**src/rtl/gb_apu_frame_sequencer.sv**
```systemverilog
// gb_apu_frame_sequencer: 512 Hz 8-step frame sequencer emitting length/sweep/envelope strobes.
// Define GB_APU_FRAME_SEQ_EXT_DIV_EN to take step ticks from div_apu_tick instead of the internal divider.
module gb_apu_frame_sequencer #(
  parameter int CLK_DIV = 8192,
  localparam int DIV_W = $clog2(CLK_DIV)
) (
  input  logic       clk,
  input  logic       reset,
  input  logic       apu_enable,
`ifdef GB_APU_FRAME_SEQ_EXT_DIV_EN
  input  logic       div_apu_tick,
`endif
  output logic       clk_length,
  output logic       clk_vol_env,
  output logic       clk_sweep,
  output logic [2:0] frame_step
);
  logic       w_tick;
  logic [2:0] r_step;
`ifdef GB_APU_FRAME_SEQ_EXT_DIV_EN
  assign w_tick = div_apu_tick;
`else
  logic [DIV_W-1:0] r_div;
  assign w_tick = r_div == DIV_W'(CLK_DIV - 1);
  always_ff @(posedge clk)
    r_div <= (reset || !apu_enable || w_tick) ? '0 : r_div + 1'b1;
`endif
  // Strobes decode the step being executed; frame_step then points at the next one.
  always_ff @(posedge clk) begin
    if (reset || !apu_enable) begin
      r_step      <= '0;
      clk_length  <= 1'b0;
      clk_sweep   <= 1'b0;
      clk_vol_env <= 1'b0;
    end else begin
      clk_length  <= w_tick && !r_step[0];
      clk_sweep   <= w_tick && r_step[1:0] == 2'd2;
      clk_vol_env <= w_tick && r_step == 3'd7;
      if (w_tick) r_step <= r_step + 3'd1;
    end
  end
  assign frame_step = r_step;
endmodule

```
**config.mk**
```make
export PLATFORM = sky130hd
export DESIGN_NAME = gb_apu_frame_sequencer
export DESIGN_NICKNAME = d
export VERILOG_FILES = /design/src/rtl/gb_apu_frame_sequencer.sv
export SDC_FILE = /design/constraint.sdc
export NUM_CORES = 1
export LEC_CHECK = 0
export BUFFER_PORTS_ARGS = -buffer_cell sky130_fd_sc_hd__buf_2
export CAP_MARGIN = 20
export CORE_MARGIN = 4
export CORE_UTILIZATION = 34
export CTS_CLUSTER_SIZE = 30
export DETAILED_ROUTE_END_ITERATION = 6
export PLACE_DENSITY = 0.59
export SLEW_MARGIN = 20
export SYNTH_ARGS = -nofsm -noshare
export SYNTH_HDL_FRONTEND = slang
export SYNTH_SLANG_ARGS = --single-unit
```
**constraint.sdc**
```tcl
create_clock -name clk -period 2 [get_ports clk]
set_input_delay 0.1 -clock clk [delete_from_list [all_inputs] [get_ports clk]]
set_output_delay 0.1 -clock clk [all_outputs]
set_load 0.03 [all_outputs]
```
Word-level counts from Yosys, hierarchy flattened
Index checks and enable logic that the tools add are counted.
W data, S select, Z words.
{"block": "totals", "regBits": 19, "out_inout_bits": 6, "elab_cells": 17, "in_bits": 3}
{"block": "op_classes", "n_eq_ne": 3, "n_reduce_logical": 7, "addsub": 2}
{"op": "$add A13 B1 Y13 const B", "count": 1}
{"op": "$eq A13 B13 Y1 const B", "count": 1}
{"op": "$add A3 B1 Y3 const B", "count": 1}
{"op": "$eq A3 B3 Y1 const B", "count": 1}
{"op": "$logic_and A1 B1 Y1", "count": 3}
{"op": "$eq A2 B2 Y1 const B", "count": 1}
{"op": "$logic_not A1 Y1", "count": 2}
{"op": "$logic_or A1 B1 Y1", "count": 2}

Logic depth before layout (Yosys ltp)
Gate-level depths: netlist of run 1.
{"block": "logic_depth", "word_depth": 3, "depth_mapped": 5, "depth_no_buf": 5}

Least setup slack after synthesis of run 1
No wires, ideal clock.
{"block": "synth_path", "path_kind": "reg2reg", "start": "register r_div[0]", "end": "register r_div[2]", "t_required_ns": 1.880, "stages_incl_launch_ff": 6, "setup_ns": 0.120, "n_path_buf": 0, "slack_ns": 0.435, "arrival_ns": 1.446, "synth_period_minus_slack_ns": 1.565, "path_cell_list": "dfxtp_1 -> ha_1 -> nand3_1 -> nor4_4 -> nand2b_1 -> nor2_1"}
{"block": "synth_between", "elab_chain_len": 2, "word_cells_on_any_way": 3}
{"item": "from (decl)", "line_no": "23", "rtl": "logic [DIV_W-1:0] r_div;"}
{"item": "from (signal assigned)", "line_no": "26", "rtl": "r_div <= (reset || !apu_enable || w_tick) ? '0 : r_div + 1'b1;"}
{"item": "parallel branches: the longest is 2 deep, another holds $add A13 B1 Y13"}
Parallel ways; which one is timed is not known.
A chain may end at the register's enable or synchronous reset.

Worst setup path after layout of run 1
{"block": "layout_path", "start": "register r_div[0]", "end": "register r_step[2], in the netlist frame_step[2]"}
{"block": "layout_between", "elab_chain_len": 1}
{"item": "$eq A13 B13 Y1", "line_no": "24", "rtl": "assign w_tick = r_div == DIV_W'(CLK_DIV - 1);"}
{"item": "to (signal assigned)", "line_no": "39", "rtl": "if (w_tick) r_step <= r_step + 3'd1;"}
{"item": "to (decl)", "line_no": "19", "rtl": "logic [2:0] r_step;"}
Every way passes these cells.

==> results of run 1 <==
[worst max-delay path: stages (launching register included)]
cell and delay, ns:
dfxtp_1 0.38, ha_1 0.24, nand3_1 0.24, nor4_4 0.34, buf_4 0.19, mux2i_1 0.18, nor2_1 0.05
[final cells by class]
cell class                      instances  area (um^2)
Fill cell                             234         1323
Multi-Input combinational cell         64        426.7
Clock buffer                            3        22.52
Timing Repair Buffer                    9        47.55
Inverter                                4        15.01
Sequential cell                        19        380.4
Clock inverter                          1        5.005
Tap cell                               28        35.03
[path summary, 6_finish.rpt]
kind | startpoint | endpoint | slack [ns] | cells past startpoint
setup / recovery | r_div[0]$_SDFF_PP0_ | frame_step[2]$_SDFFE_PP0N_ | 0.27 | 6
hold / removal | reset | clk_sweep$_SDFF_PP0_ | 0.19 | 3
setup reg to reg | r_div[0]$_SDFF_PP0_ | frame_step[2]$_SDFFE_PP0N_ | 0.27 | 6
hold reg to reg | r_div[0]$_SDFF_PP0_ | r_div[0]$_SDFF_PP0_ | 0.47 | 1
[synthesized netlist by cell type, drive strengths merged]
library cell	instances	area, um^2
a211oi	1	7.510
a21oi	1	5.000
a311oi	2	17.52
a31oi	1	6.260
a32o	1	10.01
and2	1	6.260
and3	3	22.52
clkbuf	1	3.750
dfxtp	19	380.4
ha	4	50.05
inv	4	15.01
mux2i	1	10.01
nand2	6	22.52
nand2b	2	12.51
nand3	4	20.02
nand4	2	27.53
nor2	17	63.81
nor2b	1	6.260
nor3	3	15.01
nor4	2	27.53
o21ai	2	10.01
o21bai	1	7.510
xnor2	6	52.55
xor2	3	26.28
[power breakdown]
part / switching (mW) / total (mW) / internal (mW) / leakage (nW)
sequential: 0.00166 / 0.382 / 0.380 / 0.153
clock: 0.121 / 0.195 / 0.0746 / 0.0177
combinational: 0.00880 / 0.0132 / 0.00441 / 0.192
[metal layers]
layer	wire length [um]	vias to the layer above	GRT usage
li1	-	328	-
met1	700	268	0.1257
met2	595	5	0.1468
met3	45	2	0.04072
met4	22	0	0.03974
met5	0	-	0
[registers in the layout, indices dropped and copies added (netlist names)]
name / flops
clk_sweep: 1
clk_length: 1
r_div: 13
clk_vol_env: 1
frame_step: 3
[cell families after synthesis]
group                      share of synthesized area
AOI/OAI and AO/OA                            0.07728
DFF                                           0.4606
buffers and inverters                        0.02272
xor gates and xnor gates                     0.09546
adders and majority gates                    0.06061
and+or+nand+nor                               0.2712
muxes                                        0.01212
==> results.ini, run 1 <==
[clock_network]
clockBufferDepth = 2
postCtsHoldBufs = 0
cts_setup_buffers = 0
cts_buffers = 3
root_buffer = clkbuf_4
cts_tree = built
clk_latency_ns = 0.30
cts_max_level = 1
cts_sinks = 19
cts_resized = 0
clk_pin_slew_worst_paths_ns = 0.11

[logic_synthesis]
ys_warn_count = 0
synthesis.nets = 95
synth_seq_cells = 19
syn_area_um2 = 825.8
syn_area_per_cell_um2 = 9.384
ys_seq_area_frac = 0.4606
netlist_instances = 88
synth_cell_types = 26

[die]
row_count = 17
initial_core_util = 0.3663
pin_count = 9
fp.dieH_um = 57.28
die_area_um2 = 3281
die_x_um = 57.28
coreArea_um2 = 2255

[detailed_routing]
wirelength_um = 1363
post-route-drc-count = 0
dr_total_vias = 603
wl_per_cell_um = 10.65
via_per_inst = 4.711
drt_iter0_markers = 6
antenna_left = 0
first_pass_iters = 4

[timing]
hold_slack_ns = 0.1867
setup_tns_ns = 0
fmax_ghz = 0.5790
finalMaxSlewViolations = 0
slew_headroom = 0.7376
hold_viol = 0
rsz0062_at_grt = no
worst_pin_slew_ns = 0.3936
finalCritPeriodShare = 0.8635
setup_violations = 0
fin_ws_ns = 0.2729
finalCriticalPeriod_ns = 1.727
worst_clock_skew_ns = 0.003597

[placement]
dpl_worst_slack_ns = 0.2028
dp_cells = 123
placedInstanceArea_um2 = 897.1
gp_congestion = 0.8840
io_buffer_count = 8
hpwl_um = 1048

[power]
ir_drop_mv = 0.4229
power.total_mw = 0.5904
power.density_nw_per_um2 = 633.4
p_leak_nw = 0.3632

[global_route]
gr-total-overflow = 0
grt_max_degree = 12
antenna_found_initial = 0
first_global_vias = 600
grt_pass1_wl_um = 2525
grt_usage = 0.09851

[critical_path]
start_kind = flop
cp.required_ns = 2.19
crit_type = flop to flop
crit_fanout = 7
setup.worst_path.end_class = flop
arrival_ns = 1.92

[finish]
antenna_cells = 0
area_growth_pct = 12.88
fin_nets = 108
stdcell_area_um2 = 932.1
layout_common_cells = 19 x dfxtp_1, 17 x nor2_1, 8 x buf_2
final_util = 0.4134
layout-drive-gt1-share = 0.1800
final_common_cell = dfxtp_1
instances_no_fill = 128

[job]
maxCapViolCount = 0

[status]
status = finished clean

[worst_hold_path]
hold_class = input port to flop

No activity file was read; power rests on OpenSTA's default activity.
==> run 2, diff against run 1 <==
--- a/config.mk
+++ b/config.mk
@@ -7,7 +7,6 @@
 export LEC_CHECK = 0
 export BUFFER_PORTS_ARGS = -buffer_cell sky130_fd_sc_hd__buf_2
 export CAP_MARGIN = 20
-export CORE_MARGIN = 4
 export CORE_UTILIZATION = 34
 export CTS_CLUSTER_SIZE = 30
 export DETAILED_ROUTE_END_ITERATION = 6
==> results.ini, run 2 (synthesized netlist as in run 1, its figures left out) <==
[status]
status = finished clean

[global_route]
grt_max_degree = 11
grt_usage = 0.1188
first_global_vias = 549
antenna_found_initial = 0
grt_pass1_wl_um = 2318
gr-total-overflow = 0

[critical_path]
crit_type = flop to flop
start_kind = flop
arrival_ns = 1.95
cp.required_ns = 2.18
setup.worst_path.end_class = flop
rr_endpoint = frame_step[2]$_SDFFE_PP0N_
reg2reg_slack_ns = 0.23
r2r.worst_path.cells = 6
startpoint = r_div[0]$_SDFF_PP0_
rr_startpoint = r_div[0]$_SDFF_PP0_
crit_fanout = 6

[worst_hold_path]
hold_depth = 3
min_from = reset
hold_class = input port to flop
hold_end = clk_length$_SDFF_PP0_

[die]
fp.dieH_um = 51.28
die_area_um2 = 2630
die_x_um = 51.28
pin_count = 9
initial_core_util = 0.3663
row_count = 17
coreArea_um2 = 2255

[power]
p_leak_nw = 0.3604
power.share.clock = 0.320
combPwrFrac = 0.023
ir_drop_mv = 0.4018
power.density_nw_per_um2 = 624.2
p_switching_mw = 0.1191
seqPwrFrac = 0.657
p_sw_frac = 0.2050
p_int_mw = 0.4620

[detailed_routing]
first_pass_iters = 4
antenna_left = 0
wirelength_um = 1310
post-route-drc-count = 0
drt_iter0_markers = 8
via_per_inst = 4.750
dr_total_vias = 608
wl_per_cell_um = 10.23

[timing]
finalCriticalPeriod_ns = 1.770
worst_clock_skew_ns = 0.002070
setup_violations = 0
setup_tns_ns = 0
hold_slack_ns = 0.2090
fmax_ghz = 0.5650
rsz0062_at_grt = no
worst_pin_slew_ns = 0.3923
fin_ws_ns = 0.2302
slew_headroom = 0.7384
hold_viol = 0
finalCritPeriodShare = 0.8849
finalMaxSlewViolations = 0

[placement]
dp_cells = 123
dpl_worst_slack_ns = 0.1956
io_buffer_count = 8
hpwl_um = 950.9
gp_congestion = 0.7559

[finish]
area_growth_pct = 12.73
instances_no_fill = 128
regMostFlops = r_div
fin_nets = 108
layout-drive-gt1-share = 0.1700
antenna_cells = 0
final_util = 0.4129
final_common_cell = dfxtp_1
nFillCells = 229
layout_common_cells = 19 x dfxtp_1, 17 x nor2_1, 8 x buf_2
largest_reg_flops = 13

[clock_network]
cts_sinks = 19
root_buffer = clkbuf_4
clockBufferDepth = 2
postCtsHoldBufs = 0
clk_pin_slew_worst_paths_ns = 0.10
cts_max_level = 1
cts_buffers = 3
cts_tree = built
clk_latency_ns = 0.29

[job]
maxCapViolCount = 0

run 2: cell type report:
class	instances	area (um^2)	share of cell area
repair buffers	9	47.55	0.05108
inverters	4	15.01	0.01613
multi-input cells	64	426.7	0.4583
clock buffers	4	26.28	0.02823
flip-flops and latches	19	380.4	0.4086
well taps	28	35.03	0.03763
run 2: worst max-delay path, stage by stage, from the launching register on:
cell	delay, ns
dfxtp_1	0.38
ha_1	0.25
nand3_1	0.25
nor4_4	0.36
buf_4	0.19
mux2i_1	0.18
nor2_1	0.05
run 2: per-stage QoR:
| stage | power, mW | area [um^2] |
|---|---|---|
| 2_1_floorplan | 0.3993 | 825.8 |
| 3_3_place_gp | 0.4038 | 897.1 |
| 3_5_place_dp | 0.4039 | 897.1 |
| 4_1_cts | 0.5929 | 923.4 |
| 5_1_grt | 0.6128 | 930.9 |
| 6_report | 0.5811 | 930.9 |
run 2: worst max-delay path by stage:
stage	to	slack [ns]
3_5_place_dp	r_div[5]$_SDFF_PP0_	0.20
6_report	frame_step[2]$_SDFFE_PP0N_	0.23
3_3_place_gp	r_div[3]$_SDFF_PP0_	0.27
4_1_cts	r_div[5]$_SDFF_PP0_	0.18
5_1_grt	frame_step[2]$_SDFFE_PP0N_	0.04
2_1_floorplan	r_div[2]$_SDFF_PP0_	0.43
run 2: routing by layer:
metal	share of wire	wire, um	track usage	up-vias
met3	0.015	20	0.008929	4
met4	0.024	31	0.09459	0
li1	-	-	-	323
met1	0.52	675	0.1630	273
met5	0	0	0	-
met2	0.44	582	0.1689	8
run 2: repair_timing:
item                                    in CTS  in global routing
buffers inserted                             0                  1
endpoints found under the setup margin       0                  5
resized for setup                            0                  0
run 2: power groups by stage:
stage	clock network [mW]	registers (mW)	logic, mW
floorplan	0	0.390	0.00914
global placement	0	0.390	0.0134
detailed placement	0	0.390	0.0134
CTS	0.198	0.382	0.0135
global route	0.215	0.382	0.0153
finish	0.186	0.382	0.0134
==> run 3, diff against run 2 <==
--- a/config.mk
+++ b/config.mk
@@ -5,6 +5,7 @@
 export SDC_FILE = /design/constraint.sdc
 export NUM_CORES = 1
 export LEC_CHECK = 0
+export ABC_AREA = 1
 export BUFFER_PORTS_ARGS = -buffer_cell sky130_fd_sc_hd__buf_2
 export CAP_MARGIN = 20
 export CORE_UTILIZATION = 34
==> results.ini, run 3 <==
[status]
status = finished clean

[finish]
antenna_cells = 0
layout-drive-gt1-share = 0.2188
regMostFlops = r_div
final_common_cell = nand2_1
stdcell_area_um2 = 1002
fin_nets = 136
layout_common_cells = 26 x nand2_1, 19 x dfxtp_1, 16 x inv_1
area_growth_pct = 9.128
final_util = 0.3973
largest_reg_flops = 13

[job]
maxCapViolCount = 0

[die]
coreArea_um2 = 2522
initial_core_util = 0.3641
die_area_um2 = 2913
row_count = 18
pin_count = 9
fp.dieH_um = 53.97
die_x_um = 53.97

[clock_network]
clk_pin_slew_worst_paths_ns = 0.10
cts_resized = 0
cts_sinks = 19
clockBufferDepth = 2
cts_buffers = 3
postCtsHoldBufs = 0
cts_max_level = 1
clk_latency_ns = 0.29
cts_setup_buffers = 0
root_buffer = clkbuf_4
cts_tree = built

[detailed_routing]
post-route-drc-count = 0
dr_wl_met3_um = 20
antenna_left = 0
dr_wl_met2_um = 650
wirelength_um = 1460
wl_per_cell_um = 9.241
first_pass_iters = 2
dr_total_vias = 692
wirelength_met1_um = 771
maxUsedRoutingLayer = met4
drt_iter0_markers = 8
via_per_inst = 4.380

[timing]
worst_pin_slew_ns = 0.3353
hold_viol = 0
rsz0062_at_grt = no
slew_headroom = 0.7762
worst_clock_skew_ns = 0.002033
finalMaxSlewViolations = 0
setup_tns_ns = 0
finalCriticalPeriod_ns = 1.460
finalCritPeriodShare = 0.7301
fmax_ghz = 0.6848
setup_violations = 0

[global_route]
first_global_vias = 613
grt_usage = 0.1163
antenna_found_initial = 0
grt_pass1_wl_um = 2366
gr-total-overflow = 0
grt_max_degree = 12

[logic_synthesis]
synth_cell_types = 16
syn_area_um2 = 918.4
ys_seq_area_frac = 0.4142
ys_warn_count = 0
synthTopCellsByArea = dfxtp_1 41%, nand2_1 11%, nor2_2 7.5%
synth_ff_type = dfxtp_1
synthesis.nets = 124
syn_area_per_cell_um2 = 7.849
netlist_instances = 117
yosysTopAreaCell = dfxtp_1
synth_top_area_share = 0.4142
synth_edf_count = 0
synthArstFlopShare = 0
post-synth-top-count-cell = nand2_1
synth_seq_cells = 19
synth_common_cells = 26 x nand2_1, 19 x dfxtp_1, 16 x inv_1

[power]
power.density_nw_per_um2 = 587.7
power.total_mw = 0.5890
ir_drop_mv = 0.2346
p_leak_nw = 0.4034

[critical_path]
arrival_ns = 1.65
crit_type = flop to flop
cp.required_ns = 2.19
start_kind = flop
setup.worst_path.end_class = flop
crit_fanout = 11

[placement]
gp_congestion = 0.7114
io_buffer_count = 8
placedInstanceArea_um2 = 975.9
hpwl_um = 1157

[worst_hold_path]
hold_class = input port to flop

[run 3: cell types whose count changed in the layout (fill, tap and decap cells not counted), moves of 2 or more]
cell / change
and3_2: -3
nor2_4: +2
nor3_1: -3
nand2_2: +3
nand3_1: +6
inv_1: +12
nand3b_1: +3
nand2b_1: -2
a311oi_1: -2
o21ai_0: -2
nor2_2: +11
nor2_1: -4
nand2_1: +20
xnor2_1: -2
[run 3: kinds of logic (layout without fill, tap and decap cells)]
logic type,Yosys count,in the layout,share of synthesized area
adder cells (fa/ha/maj),4,4,0.05450
buffers and inverters,17,28,0.08720
XOR/XNOR,6,6,0.05722
AND/OR/NAND/NOR,70,70,0.3788
AO/OA/AOI/OAI,1,1,0.008177
flip-flops,19,19,0.4142
[run 3: path summary, 6_finish.rpt]
path                           to                start  slack, ns  depth (start not counted)
max           r_div[8]$_SDFF_PP0_  r_div[0]$_SDFF_PP0_       0.54                          6
min          clk_sweep$_SDFF_PP0_                reset       0.13                          4
max reg2reg   r_div[8]$_SDFF_PP0_  r_div[0]$_SDFF_PP0_       0.54                          6
min reg2reg   r_div[0]$_SDFF_PP0_  r_div[0]$_SDFF_PP0_       0.48                          1
[run 3: area by class of cell]
| type | instances | area [um^2] |
|---|---|---|
| flip-flops and latches | 19 | 380.4 |
| repair buffers | 8 | 40.04 |
| multi-input cells | 81 | 457.9 |
| well taps | 30 | 37.54 |
| inverters | 16 | 60.06 |
| fillers | 276 | 1520 |
| clock buffers | 4 | 26.28 |
[run 3: routing by layer]
metal	up-vias	track usage
met5	-	0
met2	6	0.1893
li1	378	-
met1	306	0.1357
met4	0	0.06410
met3	2	0.03390
[run 3: critical path: stages (launching register included)]
cell,delay [ns]
dfxtp_1,0.40
ha_1,0.24
nand2_2,0.08
nor2_4,0.11
nand4_2,0.16
nand2_2,0.28
nor2_1,0.08
[run 3: through the flow]
step           instances  setup WS (ns)  hold slack (ns)
6_report             158         0.5397           0.1287
3_3_place_gp         154         0.5921           0.4400
4_1_cts              158         0.5114           0.1169
2_1_floorplan        117         0.7036           0.3179
3_5_place_dp         154         0.5334           0.4452
5_1_grt              158         0.4201           0.1466
[run 3: power by group]
part | internal, mW | switching (mW) | total (mW)
registers | 0.380 | 0.00196 | 0.382
logic | 0.00487 | 0.0111 | 0.0160
clock network | 0.0775 | 0.113 | 0.191
